===== config.mk =====
export PLATFORM = sky130hd
export DESIGN_NAME = idu_inst_queue
export DESIGN_NICKNAME = d
export VERILOG_FILES = /design/src/rtl/idu_inst_queue.sv
export SDC_FILE = /design/constraint.sdc
export NUM_CORES = 1
export LEC_CHECK = 0
export BUFFER_PORTS_ARGS = -buffer_cell sky130_fd_sc_hd__buf_2
export CAP_MARGIN = 20
export CORE_MARGIN = 2
export CORE_UTILIZATION = 45
export CTS_CLUSTER_SIZE = 40
export DETAILED_ROUTE_END_ITERATION = 8
export SETUP_SLACK_MARGIN = 0.2
export SLEW_MARGIN = 10
export SYNTH_ARGS = -nofsm -noshare
export SYNTH_HDL_FRONTEND = slang
export SYNTH_SLANG_ARGS = --single-unit

===== constraint.sdc =====
create_clock -name clk -period 11.03 [get_ports clk]
set_input_delay 1.103 -clock clk [delete_from_list [all_inputs] [get_ports clk]]
set_output_delay 1.103 -clock clk [all_outputs]
set_load 0.05 [all_outputs]

===== src/rtl/idu_inst_queue.sv =====
// Decode-side instruction queue: compacts fetch bundles into a circular buffer and presents the
// oldest entries to rename, gated by free-register credits. Optional perf counters: IDU_IQ_PERF_CNT_EN.
module idu_inst_queue #(
  parameter int FETCH_WIDTH     = 2,
  parameter int ISSUE_WIDTH     = 2,
  parameter int IQ_DEPTH        = 8,
  parameter int INST_ADDR_WIDTH = 32,
  parameter int CREDIT_WIDTH    = 6
) (
  input  logic                                           clk,
  input  logic                                           reset,
  input  logic                                           flush,
  input  logic                                           in_valid,
  input  logic [FETCH_WIDTH-1:0]                         in_lane_valid,
  input  logic [FETCH_WIDTH-1:0][31:0]                   in_inst,
  input  logic [INST_ADDR_WIDTH-1:0]                     in_pc,
  output logic                                           in_ready,
  input  logic [CREDIT_WIDTH-1:0]                        rename_credits,
  input  logic                                           out_ready,
  output logic [ISSUE_WIDTH-1:0]                         out_valid,
  output logic [ISSUE_WIDTH-1:0][31:0]                   out_inst,
  output logic [ISSUE_WIDTH-1:0][INST_ADDR_WIDTH-1:0]    out_pc,
  output logic [ISSUE_WIDTH-1:0]                         out_needs_rd,
  output logic [$clog2(IQ_DEPTH):0]                      count
`ifdef IDU_IQ_PERF_CNT_EN
  ,
  output logic [31:0]                                    perf_stall_cycles,
  output logic [31:0]                                    perf_credit_starve
`endif
);

  localparam int PW = $clog2(IQ_DEPTH);
  localparam int CW = PW + 1;

  logic [PW-1:0]              head;
  logic [PW-1:0]              tail;
  logic [31:0]                mem_inst [IQ_DEPTH];
  logic [INST_ADDR_WIDTH-1:0] mem_pc   [IQ_DEPTH];
  logic                       mem_nrd  [IQ_DEPTH];

  logic                       push_fire;
  logic [CW-1:0]              push_cnt;
  logic [CW-1:0]              pop_cnt;
  logic [PW-1:0]              wr_idx   [FETCH_WIDTH];
  logic [PW-1:0]              rd_idx   [ISSUE_WIDTH];
  logic [31:0]                need_sum;
  logic                       prev_vld;

  assign in_ready  = (CW'(IQ_DEPTH) - count) >= CW'(FETCH_WIDTH);
  assign push_fire = in_valid & in_ready & ~flush;

  // Valid lanes land at tail + (number of valid lanes below them), skipping holes.
  always_comb begin
    push_cnt = '0;
    for (int j = 0; j < FETCH_WIDTH; j++) begin
      wr_idx[j] = tail + push_cnt[PW-1:0];
      if (in_lane_valid[j]) push_cnt = push_cnt + CW'(1);
    end
  end

  always_ff @(posedge clk) begin
    if (push_fire) begin
      for (int j = 0; j < FETCH_WIDTH; j++) begin
        if (in_lane_valid[j]) begin
          mem_inst[wr_idx[j]] <= in_inst[j];
          mem_pc[wr_idx[j]]   <= in_pc + INST_ADDR_WIDTH'(4 * j);
          mem_nrd[wr_idx[j]]  <= (in_inst[j][6:0] != 7'b0100011) &&
                                 (in_inst[j][6:0] != 7'b1100011) &&
                                 (in_inst[j][11:7] != 5'd0);
        end
      end
    end
  end

  // A lane is offered only if every older lane is offered and the running credit demand fits.
  always_comb begin
    need_sum = '0;
    prev_vld = 1'b1;
    pop_cnt  = '0;
    for (int i = 0; i < ISSUE_WIDTH; i++) begin
      rd_idx[i]       = head + PW'(i);
      out_inst[i]     = mem_inst[rd_idx[i]];
      out_pc[i]       = mem_pc[rd_idx[i]];
      out_needs_rd[i] = mem_nrd[rd_idx[i]];
      need_sum        = need_sum + {31'd0, out_needs_rd[i]};
      out_valid[i]    = prev_vld && (CW'(i) < count) &&
                        (need_sum <= 32'(rename_credits)) && !flush;
      prev_vld        = out_valid[i];
      if (out_valid[i] && out_ready) pop_cnt = pop_cnt + CW'(1);
    end
  end

  always_ff @(posedge clk or posedge reset) begin
    if (reset) begin
      head  <= '0;
      tail  <= '0;
      count <= '0;
    end else if (flush) begin
      head  <= '0;
      tail  <= '0;
      count <= '0;
    end else begin
      head  <= head + pop_cnt[PW-1:0];
      if (push_fire) tail <= tail + push_cnt[PW-1:0];
      count <= count + (push_fire ? push_cnt : CW'(0)) - pop_cnt;
    end
  end

`ifdef IDU_IQ_PERF_CNT_EN
  // Counters survive flush; only reset clears them.
  always_ff @(posedge clk or posedge reset) begin
    if (reset) begin
      perf_stall_cycles  <= '0;
      perf_credit_starve <= '0;
    end else begin
      if ((count != '0) && !out_ready && (perf_stall_cycles != '1))
        perf_stall_cycles <= perf_stall_cycles + 32'd1;
      if ((count != '0) && !out_valid[0] && !flush && (perf_credit_starve != '1))
        perf_credit_starve <= perf_credit_starve + 32'd1;
    end
  end
`endif

endmodule


======== Yosys cells after proc, flatten, opt, wreduce, memory -nomap -nowiden ========
Memory sizes are Yosys's and may differ from the RTL's.
Index checks and enable logic that the tools add are counted.
operators by class
  add/subtract/negate cells ............... 11
  eq/ne operators ......................... 4
  multiplexer cells ....................... 15
  magnitude comparators ................... 5
  bitwise gates (word level) .............. 3
  reduce and logical (&&, ||, !) cells .... 15
operator list
  operator               number
  $add 32x3->32 const B  1
  $mux 4                 4
  $ne 7x6->1 const B     2
  $ne 7x7->1 const B     2
  $logic_and 1x1->1      11
  $reduce_bool 5->1      2
  $add 3x3->3            3
  $mux 3                 3
  $add 4x1->4 const B    2
  $lt 1x4->1 const A     2
  $mux 1                 8
  $le 1x6->1             1
  $le 2x6->1             1
  $add 4x4->4            1
  $ge 4x2->1 const B     1
  $sub 4x4->4            1
  $sub 4x4->4 const A    1
  $add 3x1->3 const B    1
  $add 1x1->2            1
  $and 1x1->1            2
  $reduce_bool 2->1      1
  $logic_not 1->1        1
  $not 1->1              1
word-level totals
  input port bits ......................... 109
  register bits ........................... 10
  logic and storage cells ................. 59
  bits in writable memories ............... 520
  memories kept ........................... 3
memory list
  name      words  bits a word  read ports  clocked after memory_dff  wr ports  line  source
  mem_inst  8      32           2           0                         2         37    logic [31:0] mem_inst [IQ_DEPTH];
  mem_pc    8      32           2           0                         2         38    logic [INST_ADDR_WIDTH-1:0] mem_pc [IQ_DEPTH];
  mem_nrd   8      1            2           0                         2         39    logic mem_nrd [IQ_DEPTH];

======== Longest topological paths before layout ========
Gate-level depths: netlist of run 1.
An unclocked memory read counts as a cell.
  depth after elaboration ................. 11
  gate-level depth with buffers ........... 22
  gate-level depth less buffers ........... 19

======== Worst setup path after synthesis of run 1 ========
No wires, ideal clock.
  kind .................................... flip-flop to flip-flop
  start ................................... reg count[1]
  end ..................................... mem mem_inst[2][0] (enable)
  path slack .............................. 1.808 ns
  arrival time ............................ 8.557 ns
  stages on the path, launching flop included .. 7
  buffers on the path ..................... 0
  cells stage by stage .................... dfrtp_1 -> inv_1 -> ha_1 -> nor2b_1 -> a22oi_1 -> o21ai_1 -> o41ai_1
RTL lines
  item                      line  source
  start: declaration        24    output logic [$clog2(IQ_DEPTH):0] count
  start signal: assignment  105   count <= count + (push_fire ? push_cnt : CW'(0)) - pop_cnt;
  end: declaration          37

======== Worst setup path after layout of run 1 ========
  start ................................... reg head[0]
  end ..................................... out out_valid[1]
between the ends
  longest elaborated chain between the ends .. 7
  elaborated cells between the ends (all ways) .. 10
  those cells by class .................... add/sub (2); order compare (2); reduce/logical (5); memory (1)
ends and longest elaborated chain
  item                      line  source
  start: declaration        35    logic [PW-1:0] head;
  start signal: assignment  103   head <= head + pop_cnt[PW-1:0];
  $mem_v2 8x1 (*)           n/a
  $le 1x6->1                87    (need_sum <= 32'(rename_credits)) && !flush;
  $logic_and 1x1->1         86    out_valid[i] = prev_vld && (CW'(i) < count) &&
  $logic_and 1x1->1         87
  $logic_and 1x1->1         86
  $logic_and 1x1->1 (*)     86
  $logic_and 1x1->1 (*)     87
  end: declaration          20    output logic [ISSUE_WIDTH-1:0] out_valid,
Every way passes the cells marked *; elsewhere a longest branch is shown, timed or not.

==> run metrics, run 1 <==
Yosys warnings 0; Max Freq 0.1676 GHz; net count of the mapped netlist between 2000 and 3000; Critical Path Fanout Max 50; worst slew margin relative to its limit 0.2400; Gates resized, CTS repair 0; library cell used as clock root buffer clkbuf_16; source-to-sink clock delay at the later pin of the worst-skew pair between 600 and 700 ps; maximum number of pins on one net before global-route repair approximately 150; Core ar. about 0.07 sq mm; WP data required around 10000 ps; Detailed Place HPWL 55280 um; depth of the CTS H-tree 2; final std cells w/o fill 3722; Mean Syn Cell Area ~12 sq um; die height 269.9 um; number of setup violations in the final report 0; most common library cell in the layout ignoring fill and taps nand2_1; Least-Margin Pin Slew ~1100 ps; Top Ports 246; fraction of the mapped netlist area in simple logic gates 0.1414; Horiz. Die Dim 269.9 um; static leakage power 12.47 nW; data arrival time at the worst-slack endpoint approximately 4900 ps; Max IR drop VDD about 0.00019 V; count of filler cells inserted in the layout between 6000 and 7000; Hold Buf Count CTS 0; Post-Synthesis Cell Area 0.03182 sq mm; number of buffers inserted by port buffering between 200 and 250; layout overhead on the synthesized area 11.33%; total gr overflow 0; Synth Area in Compound Gates 0.01443; post-synthesis cell type count between 60 and 70; async set-reset flop share out of synthesis 0.01887; Reg area about 0.016 sq mm; area share of the leading cell type in the synthesized netlist 0.4907; adder-cell share of the synthesized area 0.009986; critical path class flop to primary output; area share of xor/xnor cells in the synthesized design 0.06601; Pwr Total 8.042 mW; final cycle utilization of the critical path 0.5409; first-pass iteration count of the detailed router 6; max capacitance violation total 0; fraction of synthesized area in multiplexers 0.2300; initial core utilization 0.4544; total negative slack for setup checks 0 ps; # placed instances between 3000 and 4000; result of the run finished clean; Via-to-Cell Ratio between 5 and 6; count of nets after finishing roughly 2900; area leader, netlist edfxtp_1; die area ~0.073 sq mm; Final Skew approximately 33 ps; Core Rows 97; most frequent cells in the layout 965 x nand2_1, 520 x edfxtp_1, 260 x mux4_2, 245 x buf_2, 172 x xnor2_1; final hold violation count 0; ranking of synthesized cells by area edfxtp_1 49%, mux4_2 18%, nand2_1 11%, xnor2_1 4.7%, mux2_2 4.6%; instance count of the mapped netlist roughly 2600; wire length per cell after detailed routing 26.24 um; CTS sink cnt 530; setup repair after global routing missed its margin no; number of buffers inserted during clock tree synthesis between 50 and 60; register bit total from synthesis 530; number of global-route vias before repair between 20000 and 25000; sequential element share of the synthesized area 0.4985; min-delay worst type input port to async pin; Final Max Slew Viols 0; min Tclk post-route roughly 6000 ps; Pwr Density 227.0 mW/mm^2; dominant combinational cell family by area after synthesis multiplexers; count of unresolved DRC violations after routing 0; antenna violations before repair 18; final WL approximately 100000 um; count of flip-flops with a built-in enable after synthesis 520; first-pass GRT wire length ~140000 um; Longest Clk Path Bufs 3; overall global routing resource usage 0.2646; First DRT Iteration DRCs roughly 2400; via total after detailed routing between 20000 and 25000; Setup Buffers After CTS 0; clock transition at the registers of the reported paths approximately 60 ps; fraction of final layout cells with drive strength greater than 1 0.2885; primary flip-flop cell chosen by synthesis mapping edfxtp_1; post-route antenna net violation count 0; startpoint type of the worst setup path flop; area of the multi-input gates about 0.015 sq mm; kind of end point of the critical path primary output; final weighted congestion in routability-driven placement 0.8185; CTS tree built
## per-stage QoR
step           setup WS (ps)  hold WS [ps]  cell area [sq um]  utilization
2_1_floorplan           1808         596.1              31820            -
3_3_place_gp            5245         639.6              33590       0.4797
3_5_place_dp            5231         641.4              33590       0.4797
4_1_cts                 4973         462.5              35410       0.5056
5_1_grt                 4835         484.4              35420       0.5058
6_report                5064         472.3              35430       0.5060
## cell usage after synthesis, types with 10 or more instances
cell type / number
nand2_1: 965
edfxtp_1: 520
mux4_2: 260
xnor2_1: 172
clkbuf_1: 139
mux2_2: 129
buf_2: 82
xor2_1: 66
nor2_1: 62
clkbuf_2: 22
ha_1: 19
buf_1: 18
inv_1: 17
nor4_1: 17
o21ai_0: 14
nand3_1: 13
dfrtp_1: 10
nor3_1: 10
## cells by family after synthesis
logic type	after synthesis
and+or+nand+nor	1119
xor gates and xnor gates	239
DFF	530
muxes	390
adders and majority gates	23
AOI/OAI and AO/OA	50
buffers and inverters	289
## final timing paths
kind / from / to / slack (ps) / cells past startpoint
setup / recovery: head[0] / out_valid[1] / 5060 / 10
hold / removal: reset / count[1] / 470 / 2
setup reg to reg: head[0] / count[3] / 5150 / 18
hold reg to reg: tail[1] / tail[1] / 660 / 2
max in group asynchronous: reset / head[1] / 10200 / 2
min in group clk: tail[1] / tail[1] / 660 / 2
## layer usage
layer,track usage,vias to the layer above,part of all wire
met5,0,-,0.00098
met4,0.09474,16,0.032
met3,0.04765,210,0.091
met2,0.4245,1103,0.47
met1,0.3627,11050,0.40
li1,-,9539,-
## power by group
part           internal [mW]  switching (mW)
clock                   1.10           0.808
combinational           1.33            2.36
sequential              2.34           0.109
total                   4.77            3.27
## critical path, stage by stage, from the launching register on
cell,delay (ps)
dfrtp_4,960
ha_4,660
mux4_2,590
mux2_2,300
ha_1,190
ha_1,280
nor2b_1,150
a2bb2oi_1,490
o21ai_0,130
and3b_1,200
buf_2,210
## state kept, by name, indices dropped and copies added (netlist names)
register	flops
tail	3
head	3
mem_pc	256
mem_nrd	8
mem_inst	256
count	4
## cell type report
class,instances,share of cell area
sequential,530,0.4481
multi-input combinational,1821,0.4188
timing repair buffer,298,0.04619
clock buffer,79,0.04499
tap,940,0.03319
clock inverter,27,0.006215
inverter,18,0.001907
antenna,9,0.0006356
Power figures use the tool's default switching activity.
==> inputs of run 2 (changes only) <==
- clock period: 11.03 -> 6.26 ns (I/O delays scaled with it)
==> run 2 against run 1 <==
Net effect:
- global-route usage increased by 0.42 points
- clock power grew 83%
- register-to-register slack worse by 3900 ps
- sequential power up 73%
- via count fell by 0.32%
- sequential share of layout area down 0.25 points
- first-iteration DRC count fell by 2.1%
- utilization up 0.28 points
- final area increased by 0.55%
- hold slack got worse by 200 ps
- flip-flop and latch count unchanged
==> run metrics, run 2 (synthesis results as in run 1) <==
setup repair after global routing missed its margin no; WP data required approximately 6800 ps; via total after detailed routing between 20000 and 25000; Longest Clk Path Bufs 3; final cycle utilization of the critical path 0.8010; worst slew margin relative to its limit 0.2267; Pwr Density around 400 mW/mm^2; DR WL met3 about 9400 um; critical path class flop to flop; crit path max-delay cell type buf_4; Top delay family on crit path adder cells; pre-CTS setup slack 1188 ps; number of cells traversed by the worst register-to-register path 18; die area about 0.073 sq mm; depth of the CTS H-tree 2; total gr overflow 0; initial core utilization 0.4544; cell-by-cell listing of the critical path buf_4, mux4_2, mux2_2, ha_1, ha_1, nor2b_1, a2bb2oi_1, o21ai_0, and3b_1, and2_1, ha_1, fa_1, inv_1, ha_1, a21o_1, a21oi_1, xnor2_1, nor2_1; Max IR drop VDD between 0.0004 and 0.0005 V; First DRT Iteration DRCs between 2000 and 2500; CTS sink cnt 530; startpoint of the lowest-slack register-to-register path head[0]; source-to-sink clock delay at the later pin of the worst-skew pair around 640 ps; total cell area at the placement stage 0.03369 sq mm; min-delay worst type input port to flop; Via-to-Cell Ratio 5.882; overall global routing resource usage 0.2688; Met2 Routed Length around 46000 um; maximum number of pins on one net before global-route repair around 160; startpoint type of the worst setup path flop; number of setup violations in the final report 0; top routing layer in use met5; critical path's largest stage delay roughly 800 ps; HP Start in_pc[0]; Final Skew 26.64 ps; area of the multi-input gates ~0.015 sq mm; reg2reg setup slack roughly 1200 ps; result of the run finished clean; final hold violation count 0; count of buffer and inverter cells on the critical path 2; data arrival time at the worst-slack endpoint 5520 ps; most frequent cells in the layout 965 x nand2_1, 520 x edfxtp_1, 260 x mux4_2, 245 x buf_2, 172 x xnor2_1; CTS tree built; count of nets after finishing approximately 2900; first-pass iteration count of the detailed router 6; reg2reg end count[3]; clock transition at the registers of the reported paths about 60 ps; Max Freq around 0.20 GHz; number of buffers inserted by port buffering between 200 and 250; Least-Margin Pin Slew about 1200 ps; count of filler cells inserted in the layout between 5000 and 6000; Top Ports roughly 250; Worst path most repeated cell ha_1; number of global-route vias before repair about 23000; Core Rows between 90 and 100; total stage count of the critical path 18; final WL roughly 98000 um; end point of the most critical hold path mem_pc[2][0]; max capacitance violation total 0; post-route cell area about 0.036 sq mm; die height 269.9 um; Final WS setup roughly 1200 ps; final weighted congestion in routability-driven placement between 0.8 and 0.9; antenna violations before repair 4; post-route antenna net violation count 0; fraction of final layout cells with drive strength greater than 1 0.2921; Min-Delay Path Depth 1; layout overhead on the synthesized area 11.95%; wire length per cell after detailed routing ~26 um; Gates resized, CTS repair 0; Detailed Place HPWL between 50000 and 60000 um; min Tclk post-route 5014 ps; sum of routed wire segments on met1 39460 um; Horiz. Die Dim ~270 um; most common library cell in the layout ignoring fill and taps nand2_1; kind of end point of the critical path flop; static leakage power around 13 nW; Core ar. 0.07003 sq mm; Reg area between 0.015 and 0.02 sq mm; Final Max Slew Viols 0; number of buffers inserted during clock tree synthesis around 60; first-pass GRT wire length between 100000 and 150000 um; count of unresolved DRC violations after routing 0; Critical Path Fanout Max 62; library cell used as clock root buffer clkbuf_16
==> run 2: cell count changes in the layout (fill, tap and decap cells not counted), moves of 2 or more <==
cell and change:
buf_12 +9, buf_16 +2, buf_4 -17, bufinv_16 +2, clkbuf_1 -8, clkbuf_16 -2, clkbuf_8 +2, clkinv_1 -3
clkinv_2 +8, diode_2 -8, inv_6 +4
==> run 2: worst reg2reg max path, stage by stage (launching register included) <==
cell and delay, ps:
dfrtp_4 490, buf_4 800, mux4_2 420, mux2_2 310, ha_1 200, ha_1 280
nor2b_1 130, a2bb2oi_1 170, o21ai_0 90, and3b_1 210, and2_1 160, ha_1 210
fa_1 520, inv_1 80, ha_1 310, a21o_1 160, a21oi_1 160, xnor2_1 140
nor2_1 50
==> run 2: what timing repair did <==
item	CTS	global route
endpoints found under the hold margin	10	0
setup buffers	0	0
hold buffers	1	0
==> run 2: where the power goes <==
| part | switching, mW | internal [mW] | leakage, nW |
|---|---|---|---|
| clock | 1.48 | 2.00 | 0.940 |
| combinational | 4.25 | 2.36 | 6.78 |
| sequential | 0.113 | 4.12 | 4.82 |
| total | 5.85 | 8.49 | 12.5 |
==> run 2: layer usage <==
| metal | GRT usage | vias to the layer above |
|---|---|---|
| met4 | 0.08377 | 8 |
| met5 | 0 | - |
| li1 | - | 9541 |
| met2 | 0.4336 | 1110 |
| met1 | 0.3715 | 10990 |
| met3 | 0.04845 | 199 |
==> run 2: worst max-delay path by stage <==
stage	startpoint	end	slack [ps]
6_report	head[0]	count[3]	1250
5_1_grt	head[0]	count[3]	820
4_1_cts	head[1]	count[3]	1170
3_5_place_dp	head[1]	count[3]	1190
3_3_place_gp	head[1]	count[3]	1270
2_1_floorplan	count[1]	mem_inst[7][0]	-1400
==> run 2: layout make-up <==
class                           instances  share of cell area
Sequential cell                       530              0.4456
Inverter                               18            0.001896
Tap cell                              940             0.03301
Timing Repair Buffer                  293             0.04924
Antenna cell                            1          0.00007024
Multi-Input combinational cell       1821              0.4168
Clock buffer                           71             0.04327
Clock inverter                         40             0.01011
==> run 2: stage by stage <==
step / power, mW / cells / setup TNS (ps) / utilization / hold slack (ps)
floorplan: 9.415 / 2640 / -348320 / - / 466.2
global placement: 10.86 / 3599 / 0 / 0.4806 / 649.0
detailed placement: 10.94 / 3600 / 0 / 0.4810 / 659.5
CTS: 14.41 / 3712 / 0 / 0.5083 / 245.1
global route: 14.86 / 3713 / 0 / 0.5087 / 278.2
finish: 14.33 / 3714 / 0 / 0.5088 / 271.3
